File: src/rtl/mem_arb_pkg.sv
`default_nettype none
// ============================================================================
// Module      : mem_arb_pkg
// Description : Shared types, default widths and the round-robin pick helper
//               for the memory port arbiter.
// Revision    : 1.0 - initial release
// ============================================================================
package mem_arb_pkg;

  localparam int DEF_ADDR_W = 6;
  localparam int DEF_DATA_W = 16;
  // Upper bound on requesters; IDs and padded vectors are sized for this.
  localparam int MAX_REQ    = 4;

  typedef logic [$clog2(MAX_REQ)-1:0] req_id_t;

  // One-hot pick of the first asserted request at or after ptr, wrapping
  // modulo num. Slots at or above num are never considered.
  function automatic logic [MAX_REQ-1:0] rr_pick(
    input logic [MAX_REQ-1:0] req,
    input req_id_t            ptr,
    input int unsigned        num
  );
    logic [MAX_REQ-1:0] gnt;
    logic               found;
    req_id_t            idx;
    gnt   = '0;
    found = 1'b0;
    for (int unsigned k = 0; k < MAX_REQ; k++) begin
      idx = req_id_t'((32'(ptr) + k) % num);
      if (k < num && !found && req[idx]) begin
        gnt[idx] = 1'b1;
        found    = 1'b1;
      end
    end
    return gnt;
  endfunction

endpackage
`default_nettype wire

File: src/rtl/mem_port_arbiter_rr.sv
`default_nettype none
// ============================================================================
// Module      : rr_arbiter
// Description : Round-robin arbiter slice. Masks excluded requesters, then
//               picks the first remaining request searching up from i_ptr.
// Ports       : i_req  - request vector
//               i_ptr  - search start index
//               i_excl - requesters barred from this arbitration
//               o_gnt  - one-hot winner
//               o_idx  - winner index (0 when none)
//               o_any  - a winner exists
// Revision    : 1.0 - initial release
// ============================================================================
module rr_arbiter
  import mem_arb_pkg::*;
#(
  parameter int NUM_REQ = 2
) (
  input  logic [NUM_REQ-1:0] i_req,
  input  req_id_t            i_ptr,
  input  logic [NUM_REQ-1:0] i_excl,
  output logic [NUM_REQ-1:0] o_gnt,
  output req_id_t            o_idx,
  output logic               o_any
);

  localparam int unsigned c_num = unsigned'(NUM_REQ);

  logic [MAX_REQ-1:0] req_pad;
  logic [MAX_REQ-1:0] gnt_pad;

  always_comb begin
    req_pad                = '0;
    req_pad[NUM_REQ-1:0]   = i_req & ~i_excl;
    gnt_pad                = rr_pick(req_pad, i_ptr, c_num);
    o_gnt                  = gnt_pad[NUM_REQ-1:0];
    o_any                  = |gnt_pad;
    o_idx                  = '0;
    for (int i = 0; i < MAX_REQ; i++) begin
      if (gnt_pad[i]) o_idx = req_id_t'(i);
    end
  end

endmodule
`default_nettype wire

File: src/rtl/mem_port_arbiter.sv
`default_nettype none
// ============================================================================
// Module      : mem_port_arbiter
// Description : Shares a two-port memory (A = read, B = write, active-low
//               enables) between NUM_REQ requesters. Independent round-robin
//               per port, read-after-write hazard blocking, bounded read
//               burst lock and read-return routing by requester ID.
// Ports       : clk, rst                      - clock, sync active-high reset
//               req_wr_en/addr/data, wr_gnt   - write requests and grant
//               req_rd_en/addr/lock, rd_gnt   - read requests and grant
//               rd_valid, rd_data             - routed read return
//               mem_cenA, mem_aA              - memory read port
//               mem_cenB, mem_aB, mem_d       - memory write port
//               mem_q                         - memory read data
// Revision    : 1.0 - initial release
// ============================================================================
module mem_port_arbiter
  import mem_arb_pkg::*;
#(
  parameter int NUM_REQ  = 2,
  parameter int ADDR_W   = DEF_ADDR_W,
  parameter int DATA_W   = DEF_DATA_W,
  parameter int RD_LAT   = 1,
  parameter int LOCK_MAX = 64
) (
  input  logic                      clk,
  input  logic                      rst,
  input  logic [NUM_REQ-1:0]        req_wr_en,
  input  logic [NUM_REQ*ADDR_W-1:0] req_wr_addr,
  input  logic [NUM_REQ*DATA_W-1:0] req_wr_data,
  output logic [NUM_REQ-1:0]        wr_gnt,
  input  logic [NUM_REQ-1:0]        req_rd_en,
  input  logic [NUM_REQ*ADDR_W-1:0] req_rd_addr,
  input  logic [NUM_REQ-1:0]        req_rd_lock,
  output logic [NUM_REQ-1:0]        rd_gnt,
  output logic [NUM_REQ-1:0]        rd_valid,
  output logic [DATA_W-1:0]         rd_data,
  output logic                      mem_cenA,
  output logic [ADDR_W-1:0]         mem_aA,
  output logic                      mem_cenB,
  output logic [ADDR_W-1:0]         mem_aB,
  output logic [DATA_W-1:0]         mem_d,
  input  logic [DATA_W-1:0]         mem_q
);

  localparam int c_cnt_w = $clog2(LOCK_MAX + 1);
  typedef logic [c_cnt_w-1:0] cnt_t;
  localparam cnt_t    c_lock_max = cnt_t'(LOCK_MAX);
  localparam req_id_t c_last     = req_id_t'(NUM_REQ - 1);

  function automatic req_id_t next_id(input req_id_t id);
    return (id == c_last) ? '0 : id + req_id_t'(1);
  endfunction

  // Per-slot views, padded to MAX_REQ so a req_id_t can index them directly.
  logic [ADDR_W-1:0]  wr_addr_a [MAX_REQ];
  logic [DATA_W-1:0]  wr_data_a [MAX_REQ];
  logic [ADDR_W-1:0]  rd_addr_a [MAX_REQ];
  logic [MAX_REQ-1:0] rd_en_pad;
  logic [MAX_REQ-1:0] rd_lock_pad;

  for (genvar gi = 0; gi < MAX_REQ; gi++) begin : g_slot
    if (gi < NUM_REQ) begin : g_used
      assign wr_addr_a[gi]   = req_wr_addr[gi*ADDR_W +: ADDR_W];
      assign wr_data_a[gi]   = req_wr_data[gi*DATA_W +: DATA_W];
      assign rd_addr_a[gi]   = req_rd_addr[gi*ADDR_W +: ADDR_W];
      assign rd_en_pad[gi]   = req_rd_en[gi];
      assign rd_lock_pad[gi] = req_rd_lock[gi];
    end else begin : g_unused
      assign wr_addr_a[gi]   = '0;
      assign wr_data_a[gi]   = '0;
      assign rd_addr_a[gi]   = '0;
      assign rd_en_pad[gi]   = 1'b0;
      assign rd_lock_pad[gi] = 1'b0;
    end
  end

  // Registered state
  req_id_t wr_ptr_q,   wr_ptr_d;
  req_id_t rd_ptr_q,   rd_ptr_d;
  logic    lock_vld_q, lock_vld_d;
  req_id_t lock_own_q, lock_own_d;
  cnt_t    lock_cnt_q, lock_cnt_d;
  logic    ret_vld_q [RD_LAT];
  req_id_t ret_id_q  [RD_LAT];

  // Arbiter hookup
  logic [NUM_REQ-1:0] wr_pick_gnt, rd_pick_gnt, rd_excl;
  req_id_t            wr_idx, rd_pick_idx;
  logic               wr_any, rd_pick_any;

  // Lock evaluation (feeds the read arbiter's exclude mask)
  logic               lock_hold, lock_win;
  logic [MAX_REQ-1:0] own_oh;

  // Read winner and return decode
  req_id_t            rd_win_idx;
  logic [NUM_REQ-1:0] rd_win_oh;
  logic               rd_win_any, hazard, rd_go, wr_go;
  logic [MAX_REQ-1:0] ret_oh;

  rr_arbiter #(.NUM_REQ(NUM_REQ)) u_wr_arb (
    .i_req  (req_wr_en),
    .i_ptr  (wr_ptr_q),
    .i_excl ('0),
    .o_gnt  (wr_pick_gnt),
    .o_idx  (wr_idx),
    .o_any  (wr_any)
  );

  rr_arbiter #(.NUM_REQ(NUM_REQ)) u_rd_arb (
    .i_req  (req_rd_en),
    .i_ptr  (rd_ptr_q),
    .i_excl (rd_excl),
    .o_gnt  (rd_pick_gnt),
    .o_idx  (rd_pick_idx),
    .o_any  (rd_pick_any)
  );

  // The owner keeps winning while it holds en+lock and is under budget. Once
  // the budget is spent it sits out exactly one arbitration.
  always_comb begin
    lock_hold          = lock_vld_q & rd_en_pad[lock_own_q] & rd_lock_pad[lock_own_q];
    lock_win           = lock_hold & (lock_cnt_q < c_lock_max);
    own_oh             = '0;
    own_oh[lock_own_q] = 1'b1;
    rd_excl            = (lock_hold & ~lock_win) ? own_oh[NUM_REQ-1:0] : '0;
  end

  always_comb begin
    // Write port; rst idles both ports so the memory sees no stray access.
    wr_go    = wr_any & ~rst;
    wr_gnt   = wr_go ? wr_pick_gnt : '0;
    mem_cenB = ~wr_go;
    mem_aB   = wr_go ? wr_addr_a[wr_idx] : '0;
    mem_d    = wr_go ? wr_data_a[wr_idx] : '0;
    wr_ptr_d = wr_go ? next_id(wr_idx) : wr_ptr_q;

    // Read port
    rd_win_idx = lock_win ? lock_own_q : rd_pick_idx;
    rd_win_oh  = lock_win ? own_oh[NUM_REQ-1:0] : rd_pick_gnt;
    rd_win_any = (lock_win | rd_pick_any) & ~rst;
    // A read colliding with this cycle's write would return stale data; hold
    // it off a cycle without consuming a lock grant or moving the pointer.
    hazard     = wr_go & (rd_addr_a[rd_win_idx] == wr_addr_a[wr_idx]);
    rd_go      = rd_win_any & ~hazard;
    rd_gnt     = rd_go ? rd_win_oh : '0;
    mem_cenA   = ~rd_go;
    mem_aA     = rd_go ? rd_addr_a[rd_win_idx] : '0;

    // Pointer stays at owner+1 for the whole lock (set when the lock was
    // taken), so a release needs only to clear the lock fields.
    rd_ptr_d   = rd_ptr_q;
    lock_vld_d = lock_vld_q;
    lock_own_d = lock_own_q;
    lock_cnt_d = lock_cnt_q;
    if (lock_vld_q && !lock_win) begin
      lock_vld_d = 1'b0;
      lock_cnt_d = '0;
    end
    if (rd_go) begin
      if (lock_win) begin
        lock_cnt_d = lock_cnt_q + cnt_t'(1);
      end else begin
        rd_ptr_d = next_id(rd_win_idx);
        if (rd_lock_pad[rd_win_idx]) begin
          lock_vld_d = 1'b1;
          lock_own_d = rd_win_idx;
          lock_cnt_d = cnt_t'(1);
        end
      end
    end

    // Read return
    ret_oh                       = '0;
    ret_oh[ret_id_q[RD_LAT-1]]   = 1'b1;
    rd_valid = (ret_vld_q[RD_LAT-1] & ~rst) ? ret_oh[NUM_REQ-1:0] : '0;
    rd_data  = mem_q;
  end

  always_ff @(posedge clk) begin
    if (rst) begin
      wr_ptr_q   <= '0;
      rd_ptr_q   <= '0;
      lock_vld_q <= 1'b0;
      lock_own_q <= '0;
      lock_cnt_q <= '0;
      for (int i = 0; i < RD_LAT; i++) begin
        ret_vld_q[i] <= 1'b0;
        ret_id_q[i]  <= '0;
      end
    end else begin
      wr_ptr_q     <= wr_ptr_d;
      rd_ptr_q     <= rd_ptr_d;
      lock_vld_q   <= lock_vld_d;
      lock_own_q   <= lock_own_d;
      lock_cnt_q   <= lock_cnt_d;
      ret_vld_q[0] <= rd_go;
      ret_id_q[0]  <= rd_win_idx;
      for (int i = 1; i < RD_LAT; i++) begin
        ret_vld_q[i] <= ret_vld_q[i-1];
        ret_id_q[i]  <= ret_id_q[i-1];
      end
    end
  end

endmodule
`default_nettype wire

File: config.mk
export PLATFORM = sky130hd
export DESIGN_NAME = mem_port_arbiter
export DESIGN_NICKNAME = d
export VERILOG_FILES = /design/src/rtl/mem_arb_pkg.sv /design/src/rtl/mem_port_arbiter_rr.sv /design/src/rtl/mem_port_arbiter.sv
export SDC_FILE = /design/constraint.sdc
export NUM_CORES = 1
export LEC_CHECK = 0
export BUFFER_PORTS_ARGS = -buffer_cell sky130_fd_sc_hd__buf_2
export CORE_ASPECT_RATIO = 1.2
export CORE_MARGIN = 2
export CORE_UTILIZATION = 35
export DETAILED_ROUTE_END_ITERATION = 7
export GPL_TIMING_DRIVEN = 0
export PLACE_DENSITY_LB_ADDON = 0.1
export SYNTH_ARGS = -nofsm -noshare
export SYNTH_HDL_FRONTEND = slang
export SYNTH_HIERARCHICAL = 1
export SYNTH_SLANG_ARGS = --single-unit
File: constraint.sdc
create_clock -name clk -period 4 [get_ports clk]
set_input_delay 0.8 -clock clk [delete_from_list [all_inputs] [get_ports clk]]
set_output_delay 0.8 -clock clk [all_outputs]
set_load 0.02 [all_outputs]
==> flow_summary.yaml, run 1 <==
floorplan:
  die_h_um: 83.57
  die_w_um: 70.31
  core-area_um2: 5010
  row_count: 28
  initial_utilization_pct: 36.86
  dieArea_um2: 5876
  num_io_pins: 132
route:
  post-route-drc-count: 0
  first_pass_iters: 4
  via_count: 2232
  drt_wl_total_um: 5823
  post_drt_wl_per_cell_um: 12.83
  viasPerCell: 4.916
  drt_iter0_drc: 79
  antenna_left: 0
critical_path:
  crit_buf_inv: 3
  reg2reg_depth: 13
  start_kind: "input port"
  crit_type: "input port to output port"
  r2r_setup_slack_ps: 1020
  crit_chain: "buf_8, nand3b_1, nor2_1, nand2b_4, o21a_4, mux2i_2, or4_1, a221o_1, o22ai_2, o211a_4, or3_4, buf_6, a211oi_2, buf_4"
  r2r-end: "lock_cnt_q[6]$_SDFF_PP0_"
  cp_top_family: "compound AO/OA/AOI/OAI gates"
  cpPeakStageDelay_ps: 390
  cp-end-kind: "output port"
  required_ps: 3200
  cp.arrival_ps: 3200
  cp_max_fo: 5
  critical_path_depth: 14
  slowest_stage: "or4_1"
  reg2reg_from: "lock_own_q[0]$_SDFFE_PP0P_"
power_and_ir_drop:
  p_leak_nw: 1.392
  p_per_area_nw_per_um2: 190.9
  irDropWorstVdd_mv: 0.09408
synth:
  syn_avg_cell_area_um2: 7.328
  netlist_area_um2: 1847
  postSynthCellCount: 252
  ys_warn_count: 6
placement:
  placed_area_um2: 2505
  place_inst: 429
  io_buffer_count: 115
  gp_congestion: 0.8084
  dp_worst_setup_slack_ps: -384.6
  dp_hpwl_um: 4564
clocking:
  cts_root_buf: "clkbuf_8"
  clock_latency_ps: 250
  cts.clk_slew.worst_paths_ps: 60
  cts.sinks: 15
  htreeDepth: 1
  cts_tree: "yes"
  cts_hold_buf: 0
  cts_buffers: 3
  clk_path_buf_depth: 2
hold_path:
  hp-start: "lock_own_q[1]$_SDFFE_PP0P_"
  hold_path_class: "flip-flop to flip-flop"
  holdPathStages: 1
  hold-path-endpoint: "lock_own_q[1]$_SDFFE_PP0P_"
layout:
  diodes: 0
  area_delta_synth_final_pct: 54.74
  nets: 476
  drive_gt1_share_pct: 48.73
  layout.cells.non_filler: 454
  design_area_um2: 2858
sta:
  finalHoldViolations: 0
  skew_ps: 0.7624
  worstMarginPinSlew_ps: 722.1
  relSlewSlack_pct: 51.10
  setup_slack_ps: -2.082
  finalCritPeriodShare_pct: 100.1
  setup_viol_count_final: 2
  finalCriticalPeriod_ps: 4002
  fmax_mhz: 249.9
  rsz0062_at_grt: "yes"
  slew_viol_final: 0
global_route:
  overflow: 0
  grt_max_degree: 11
  grt_pass1_wl_um: 9266
  grt_usage_pct: 18.70
  grt_pass1_vias: 2077
  antenna_found_initial: 0
outcome:
  violations: "negative setup slack"
  outcome: "finished with violations"
job:
  cap_violations: 0
[worst max-delay path by stage]
| stage | startpoint | to | slack (ps) |
|---|---|---|---|
| 6_report | req_rd_en[0] | mem_aA[0] | -2 |
| 5_1_grt | req_rd_en[0] | mem_aA[0] | -100 |
| 4_1_cts | req_rd_lock[0] | mem_aA[2] | 5 |
| 3_5_place_dp | req_rd_en[1] | mem_aA[2] | -380 |
| 3_3_place_gp | req_rd_en[0] | mem_aA[2] | -360 |
| 2_1_floorplan | req_rd_en[0] | mem_aA[0] | -60 |
[sequential cells by signal (all words and copies together), names as in the netlist, named ones only]
name,flops
lock_cnt_q,7
wr_ptr_q,1
ret_id_q,2
lock_own_q,2
ret_vld_q,1
rd_ptr_q,1
[placed cells by master (no fill, tap or decap), drive strengths merged, types with 3 or more instances in the layout]
| cell type | instances |
|---|---|
| buf | 163 |
| nor2 | 51 |
| mux2i | 32 |
| dfxtp | 15 |
| a21oi | 13 |
| clkbuf | 13 |
| nand2 | 11 |
| nor3 | 11 |
| inv | 6 |
| o21ai | 6 |
| conb | 5 |
| xor2 | 5 |
| a211oi | 5 |
| nand2b | 4 |
| nand3 | 4 |
| nor2b | 4 |
| mux2 | 3 |
| xnor2 | 3 |
| a221o | 3 |
| nor4 | 3 |
[what timing repair did]
item                                   in CTS  in global routing
gates cloned                                1                  0
resized for setup                          26                 10
setup buffers                              19                  3
pin swaps                                  15                  4
endpoints found under the hold margin       0                  0
setup endpoints to repair                   9                  9
[per-stage QoR]
| step | TNS [ps] | hold slack (ps) | total power, mW | utilization (%) |
|---|---|---|---|---|
| 6_report | -2.597 | 477.9 | 0.5456 | 57.04 |
| 5_1_grt | -525.1 | 522.9 | 0.5789 | 57.04 |
| 4_1_cts | 0 | 478.9 | 0.5386 | 55.67 |
| 3_5_place_dp | -3207 | 460.6 | 0.3839 | 50.00 |
| 3_3_place_gp | -2982 | 458.4 | 0.3821 | 50.00 |
| 2_1_floorplan | -227.4 | 436.6 | 0.3128 | - |
[power breakdown]
part / switching [mW] / total [mW] / internal [mW] / leakage (nW)
Sequential: 0.00444 / 0.160 / 0.155 / 0.123
Clock: 0.0549 / 0.124 / 0.0691 / 0.0255
Combinational: 0.134 / 0.262 / 0.128 / 1.24
Total: 0.193 / 0.546 / 0.353 / 1.39
[worst reg2reg max path: stages, from the launching register on]
cell,delay (ps)
dfxtp_1,320
buf_4,200
nand3_2,160
nor2_4,150
nor2b_4,50
o21a_4,140
mux2i_2,160
or4_1,390
a221o_1,340
o22ai_2,200
buf_4,150
o211ai_1,200
a21oi_1,280
a32o_1,190
[routing by layer]
layer	up-vias	share of wire (%)	global-route usage [%]
met5	-	0	0
met4	0	1.2	3.846
met3	9	6.0	3.382
met2	87	52	34.99
met1	990	41	21.78
li1	1146	-	-
[cell type report]
type,instances,area [um^2]
inverters,6,22.52
clock inverters,1,5.005
repair buffers,138,787.0
flip-flops and latches,15,300.3
clock buffers,3,41.29
well taps,60,75.07
multi-input cells,196,1394
plain buffers,35,232.7
fillers,510,2152
Note: power is estimated with default switching activity, not from simulation.
==> run 2, diff against run 1 <==
Settings changed: MAX_ROUTING_LAYER set to met4, PLACE_DENSITY_LB_ADDON 0.1 to 0.2.
==> run 2 against run 1 <==
  * The run still ends with negative setup slack left
  * Via count is 2.4% higher
  * Final area grew 1.0%
  * Flip-flop and latch count stayed put
  * Sequential power about the same
  * Final cell count unchanged
  * Worst hold slack improved by 1.5 ps
  * Count of clock-buffer cells in the layout unchanged
  * Clock power hardly changed
  * Combinational power is 3% higher
  * Die area unchanged
  * Clock skew up 2.6 ps
  * Highest routed layer unchanged
==> flow_summary.yaml, run 2 (synthesis results as in run 1) <==
outcome:
  outcome: "finished with violations"
  violations: "negative setup slack"
layout:
  layout_commonest_cell: "buf_2"
  largest-register: "lock_cnt_q"
  final_cell_mix: "buf_2, nor2_1, buf_4"
  nFillCells: 474
  top_regs: "lock_cnt_q (7), lock_own_q (2), ret_id_q (2)"
  largest_register_ffs: 7
  diodes: 0
  drive_gt1_share_pct: 49.49
  nets: 476
  area_delta_synth_final_pct: 56.30
global_route:
  grt_pass1_vias: 2157
  grt_max_degree: 11
  overflow: 0
  antenna_found_initial: 0
  grt_usage_pct: 19.82
  grt_pass1_wl_um: 9563
placement:
  dp_hpwl_um: 4555
  gp_congestion: 0.8463
  io_buffer_count: 115
  dp_worst_setup_slack_ps: -356.0
power_and_ir_drop:
  p_leak_nw: 1.397
  p_per_area_nw_per_um2: 192.5
  irDropWorstVdd_mv: 0.1535
hold_path:
  hold_path_class: "flip-flop to flip-flop"
critical_path:
  crit_buf_inv: 4
  slowest_stage: "or3_4"
  cp-end-kind: "output port"
  crit_type: "input port to output port"
  cp_top_family: "simple AND/OR/NAND/NOR gates"
  cpPeakStageDelay_ps: 350
  required_ps: 3200
  start_kind: "input port"
  cp.arrival_ps: 3250
  crit_chain: "buf_8, nand3b_1, nor2_1, nand2b_4, o21a_4, buf_8, mux2i_1, nor2_1, xor2_1, nor4_2, o211a_4, or3_4, buf_8, a211oi_2, buf_4"
  cp_max_fo: 9
  cpMostUsedCell: "buf_8"
clocking:
  cts.clk_slew.worst_paths_ps: 60
  cts_tree: "yes"
  cts_buffers: 3
  clock_latency_ps: 250
  htreeDepth: 1
  cts.sinks: 15
  clk_path_buf_depth: 2
  cts_root_buf: "clkbuf_8"
route:
  wl_met2_um: 3301
  drt_wl_total_um: 6031
  antenna_left: 0
  post-route-drc-count: 0
  drt_iter0_drc: 77
  met1_length_um: 2259
  via_count: 2285
  first_pass_iters: 4
  post_drt_wl_per_cell_um: 13.28
  viasPerCell: 5.033
  maxUsedRoutingLayer: "met4"
  dr_wl_met3_um: 422
sta:
  finalSetupTns_ps: -76.72
  finalCritPeriodShare_pct: 101.1
  rsz0062_at_grt: "yes"
  finalHoldViolations: 0
  fmax_mhz: 247.2
  worstMarginPinSlew_ps: 747.7
  relSlewSlack_pct: 49.36
  setup_viol_count_final: 3
  skew_ps: 3.313
  slew_viol_final: 0
  setup_slack_ps: -45.22
  finalCriticalPeriod_ps: 4045
floorplan:
  die_w_um: 70.31
  initial_utilization_pct: 36.86
  core-area_um2: 5010
  die_h_um: 83.57
  dieArea_um2: 5876
  row_count: 28
  num_io_pins: 132
job:
  cap_violations: 0
-- run 2: changes by cell type in the layout (fill, tap and decap cells not counted), moves of 2 or more --
| cell | before | now |
|---|---|---|
| buf_4 | 49 | 46 |
| buf_6 | 4 | 6 |
| nor2_1 | 50 | 47 |
| nor2_2 | 0 | 3 |
-- run 2: power by group --
| group | switching [mW] | leakage [nW] | internal, mW |
|---|---|---|---|
| clock network | 0.0576 | 0.0255 | 0.0691 |
| registers | 0.00452 | 0.123 | 0.155 |
| logic | 0.137 | 1.25 | 0.132 |
| total | 0.199 | 1.40 | 0.357 |
-- run 2: stage by stage --
| stage | total power [mW] | area (um^2) | utilization [%] | hold slack (ps) | cells |
|---|---|---|---|---|---|
| after CTS | 0.5402 | 2790 | 55.69 | 478.3 | 451 |
| after global routing | 0.5871 | 2887 | 57.62 | 510.9 | 454 |
| after global placement | 0.3824 | 2505 | 50.00 | 457.9 | 429 |
| after detailed placement | 0.3848 | 2505 | 50.00 | 457.0 | 429 |
| after floorplan | 0.3128 | 1854 | - | 436.6 | 254 |
| final | 0.5558 | 2887 | 57.62 | 479.3 | 454 |
-- run 2: what timing repair did --
action | 4_1_cts | 5_1_grt
hold buffers | 0 | 0
gates resized for setup | 25 | 18
cloned | 1 | 0
setup buffers | 19 | 4
pin swaps | 14 | 8
endpoints found under the setup margin | 9 | 9
-- run 2: final timing paths --
path / from / slack, ps / to / cells after the start
worst max register to register: lock_own_q[0]$_SDFFE_PP0P_ / 1030 / lock_cnt_q[2]$_SDFF_PP0_ / 13
worst min register to register: lock_own_q[1]$_SDFFE_PP0P_ / 480 / lock_own_q[1]$_SDFFE_PP0P_ / 1
worst max-delay path: req_rd_en[0] / -50 / mem_aA[0] / 15
worst min-delay path: lock_own_q[1]$_SDFFE_PP0P_ / 480 / lock_own_q[1]$_SDFFE_PP0P_ / 1
-- run 2: routing by layer --
metal | up-vias | GRT usage, %
li1 | 1144 | -
met1 | 1027 | 22.71
met2 | 108 | 36.96
met3 | 6 | 2.415
met4 | 0 | 3.147
met5 | - | -
-- run 2: layout make-up --
cell class                      instances  area (um^2)  share of cell area, %
Multi-Input combinational cell        196         1408                  48.76
Clock buffer                            3        41.29                  1.430
Tap cell                               60        75.07                  2.601
Timing Repair Buffer                  138        797.0                  27.61
Buffer                                 35        237.7                  8.236
Sequential cell                        15        300.3                  10.40
Inverter                                6        22.52                 0.7802
Clock inverter                          1        5.005                 0.1734
==> run 3, diff against run 2 <==
==> constraint.sdc (replaced) <==
create_clock -name clk -period 4 [get_ports clk]
set_input_delay 0.8 -clock clk [delete_from_list [all_inputs] [get_ports clk]]
set_output_delay 0.8 -clock clk [all_outputs]
set_load 0.05 [all_outputs]
==> run 3 against run 2 <==
  * The flow still finishes with violations (negative setup slack)
  * Register-to-register slack worse by 70 ps
  * Setup slack better by 22 ps
  * Largest power group unchanged
  * Non-clock buffer count up 2
  * First-iteration DRC count up 26%
  * Sequential share of layout area down 0.20 points
  * Clock skew up 3.5 ps
  * Die area unchanged
  * Clock power about the same
  * Count of clock-buffer cells in the layout unchanged
==> flow_summary.yaml, run 3 (synthesis results as in run 1) <==
outcome:
  outcome: "finished with violations"
  violations: "negative setup slack"
clocking:
  clock_latency_ps: 250
  cts_tree: "yes"
  cts.clk_slew.worst_paths_ps: 60
  cts_buffers: 3
  cts_hold_buf: 0
  clk_path_buf_depth: 2
  htreeDepth: 1
  cts_root_buf: "clkbuf_8"
  cts.sinks: 15
layout:
  design_area_um2: 2944
  largest-register: "lock_cnt_q"
  nFillCells: 464
  area_delta_synth_final_pct: 59.42
  drive_gt1_share_pct: 50.63
  multiInputGateArea_um2: 1435
  final_cell_mix: "buf_2, buf_4, nor2_1"
  diodes: 0
  largest_register_ffs: 7
  layout_commonest_cell: "buf_2"
  seq_area_um2: 300.3
  nets: 479
  top_regs: "lock_cnt_q (7), lock_own_q (2), ret_id_q (2)"
critical_path:
  reg2reg_depth: 14
  cp_max_fo: 6
  cpPeakStageDelay_ps: 400
  cpMostUsedCell: "buf_6"
  slowest_stage: "or3_4"
  r2r_setup_slack_ps: 960
  reg2reg_from: "lock_own_q[0]$_SDFFE_PP0P_"
  cp.arrival_ps: 3220
  start_kind: "input port"
  crit_type: "input port to output port"
  crit_chain: "buf_6, nand3b_1, nor2_1, nand2b_4, o21a_4, buf_8, mux2i_2, nor2_2, xor2_1, nor4_2, o211a_4, buf_6, or3_4, a21oi_2, buf_6"
  required_ps: 3200
  cp-end-kind: "output port"
  r2r-end: "lock_cnt_q[3]$_SDFF_PP0_"
sta:
  setup_slack_ps: -22.84
  rsz0062_at_grt: "yes"
  skew_ps: 6.854
  slew_viol_final: 0
  setup_viol_count_final: 1
  finalCritPeriodShare_pct: 100.6
  relSlewSlack_pct: 50.25
  worstMarginPinSlew_ps: 734.6
  finalHoldViolations: 0
  finalCriticalPeriod_ps: 4023
  fmax_mhz: 248.6
route:
  post-route-drc-count: 0
  antenna_left: 0
  viasPerCell: 5.000
  first_pass_iters: 4
  via_count: 2285
  post_drt_wl_per_cell_um: 13.81
  drt_wl_total_um: 6311
  drt_iter0_drc: 97
global_route:
  grt_usage_pct: 20.52
  overflow: 0
  antenna_found_initial: 0
  grt_pass1_wl_um: 9777
  grt_pass1_vias: 2145
  grt_max_degree: 12
hold_path:
  hold_path_class: "flip-flop to flip-flop"
  holdPathStages: 1
  hp-start: "lock_own_q[1]$_SDFFE_PP0P_"
  hold-path-endpoint: "lock_own_q[1]$_SDFFE_PP0P_"
placement:
  dp_worst_setup_slack_ps: -399.5
  gp_congestion: 0.8618
  dp_hpwl_um: 4741
  placed_area_um2: 2582
  io_buffer_count: 115
floorplan:
  row_count: 28
  core-area_um2: 5010
  die_h_um: 83.57
  initial_utilization_pct: 36.86
  num_io_pins: 132
  die_w_um: 70.31
  dieArea_um2: 5876
power_and_ir_drop:
  p_leak_nw: 1.409
  sequentialPowerShare_pct: 26.1
  total_power_mw: 0.6099
  combPwrFrac_pct: 53.4
  irDropWorstVdd_mv: 0.1312
  p_sw_mw: 0.2504
  p_per_area_nw_per_um2: 207.1
  p_clk_share_pct: 20.4
  swShare_pct: 41.05
  p_int_mw: 0.3595
job:
  cap_violations: 0
-- run 3: cell types whose count changed in the layout (fill, tap and decap cells not counted), moves of 2 or more --
| cell | delta |
|---|---|
| buf_6 | +4 |
| buf_4 | +2 |
| o21ai_1 | -2 |
| buf_2 | -3 |
| o21ai_2 | +2 |
-- run 3: power groups by stage --
stage | clock network, mW | logic [mW] | registers [mW]
after floorplan | 0 | 0.213 | 0.161
after global placement | 0 | 0.282 | 0.162
after detailed placement | 0 | 0.284 | 0.162
after CTS | 0.125 | 0.313 | 0.159
after global routing | 0.132 | 0.348 | 0.160
final | 0.125 | 0.326 | 0.159
-- run 3: metal layers --
| metal | global-route usage, % | vias up | wire (um) | part of all wire [%] |
|---|---|---|---|---|
| met4 | 2.972 | 0 | 41 | 0.65 |
| li1 | - | 1149 | - | - |
| met1 | 24.34 | 1037 | 2556 | 41 |
| met2 | 37.22 | 93 | 3295 | 52 |
| met5 | - | - | 0 | 0 |
| met3 | 2.778 | 6 | 417 | 6.6 |
-- run 3: final cells by class --
cell class	count	area share, %
tap	60	2.550
sequential	15	10.20
multi-input combinational	197	48.75
timing repair buffer	141	28.52
clock inverter	1	0.1700
clock buffer	3	1.402
inverter	6	0.7650
buffer	34	7.650
-- run 3: how the worst max path moves through the flow --
stage / slack (ps) / cells after the start / to / start
4_1_cts: -70 / 14 / mem_aA[0] / req_rd_en[0]
3_3_place_gp: -360 / 16 / mem_aA[0] / req_rd_en[0]
5_1_grt: -110 / 15 / rd_gnt[1] / req_rd_lock[0]
6_report: -20 / 15 / rd_gnt[1] / req_rd_lock[0]
2_1_floorplan: -80 / 14 / mem_aA[0] / req_rd_en[0]
3_5_place_dp: -400 / 16 / mem_aA[0] / req_rd_en[0]
-- run 3: timing repair --
action,4_1_cts,5_1_grt
gates cloned,1,0
pin swaps,14,15
buffers inserted,20,6
resized for setup,31,10
setup endpoints to repair,9,9
-- run 3: metrics by stage --
step	hold WS, ps	utilization [%]	cells	setup TNS (ps)
after floorplan	436.6	-	254	-468.6
after global placement	460.0	51.55	429	-2558
after detailed placement	488.0	51.55	429	-2890
after CTS	503.7	57.04	451	-134.0
after global routing	526.8	58.77	457	-524.4
final	505.1	58.77	457	-22.84
-- run 3: worst max-delay path: cells and delay by family --
family | cells | cell delay [ps]
xor+xnor | 1 | 190
simple gates | 6 | 930
compound gates | 3 | 620
buf+inv | 4 | 520
mux | 1 | 160
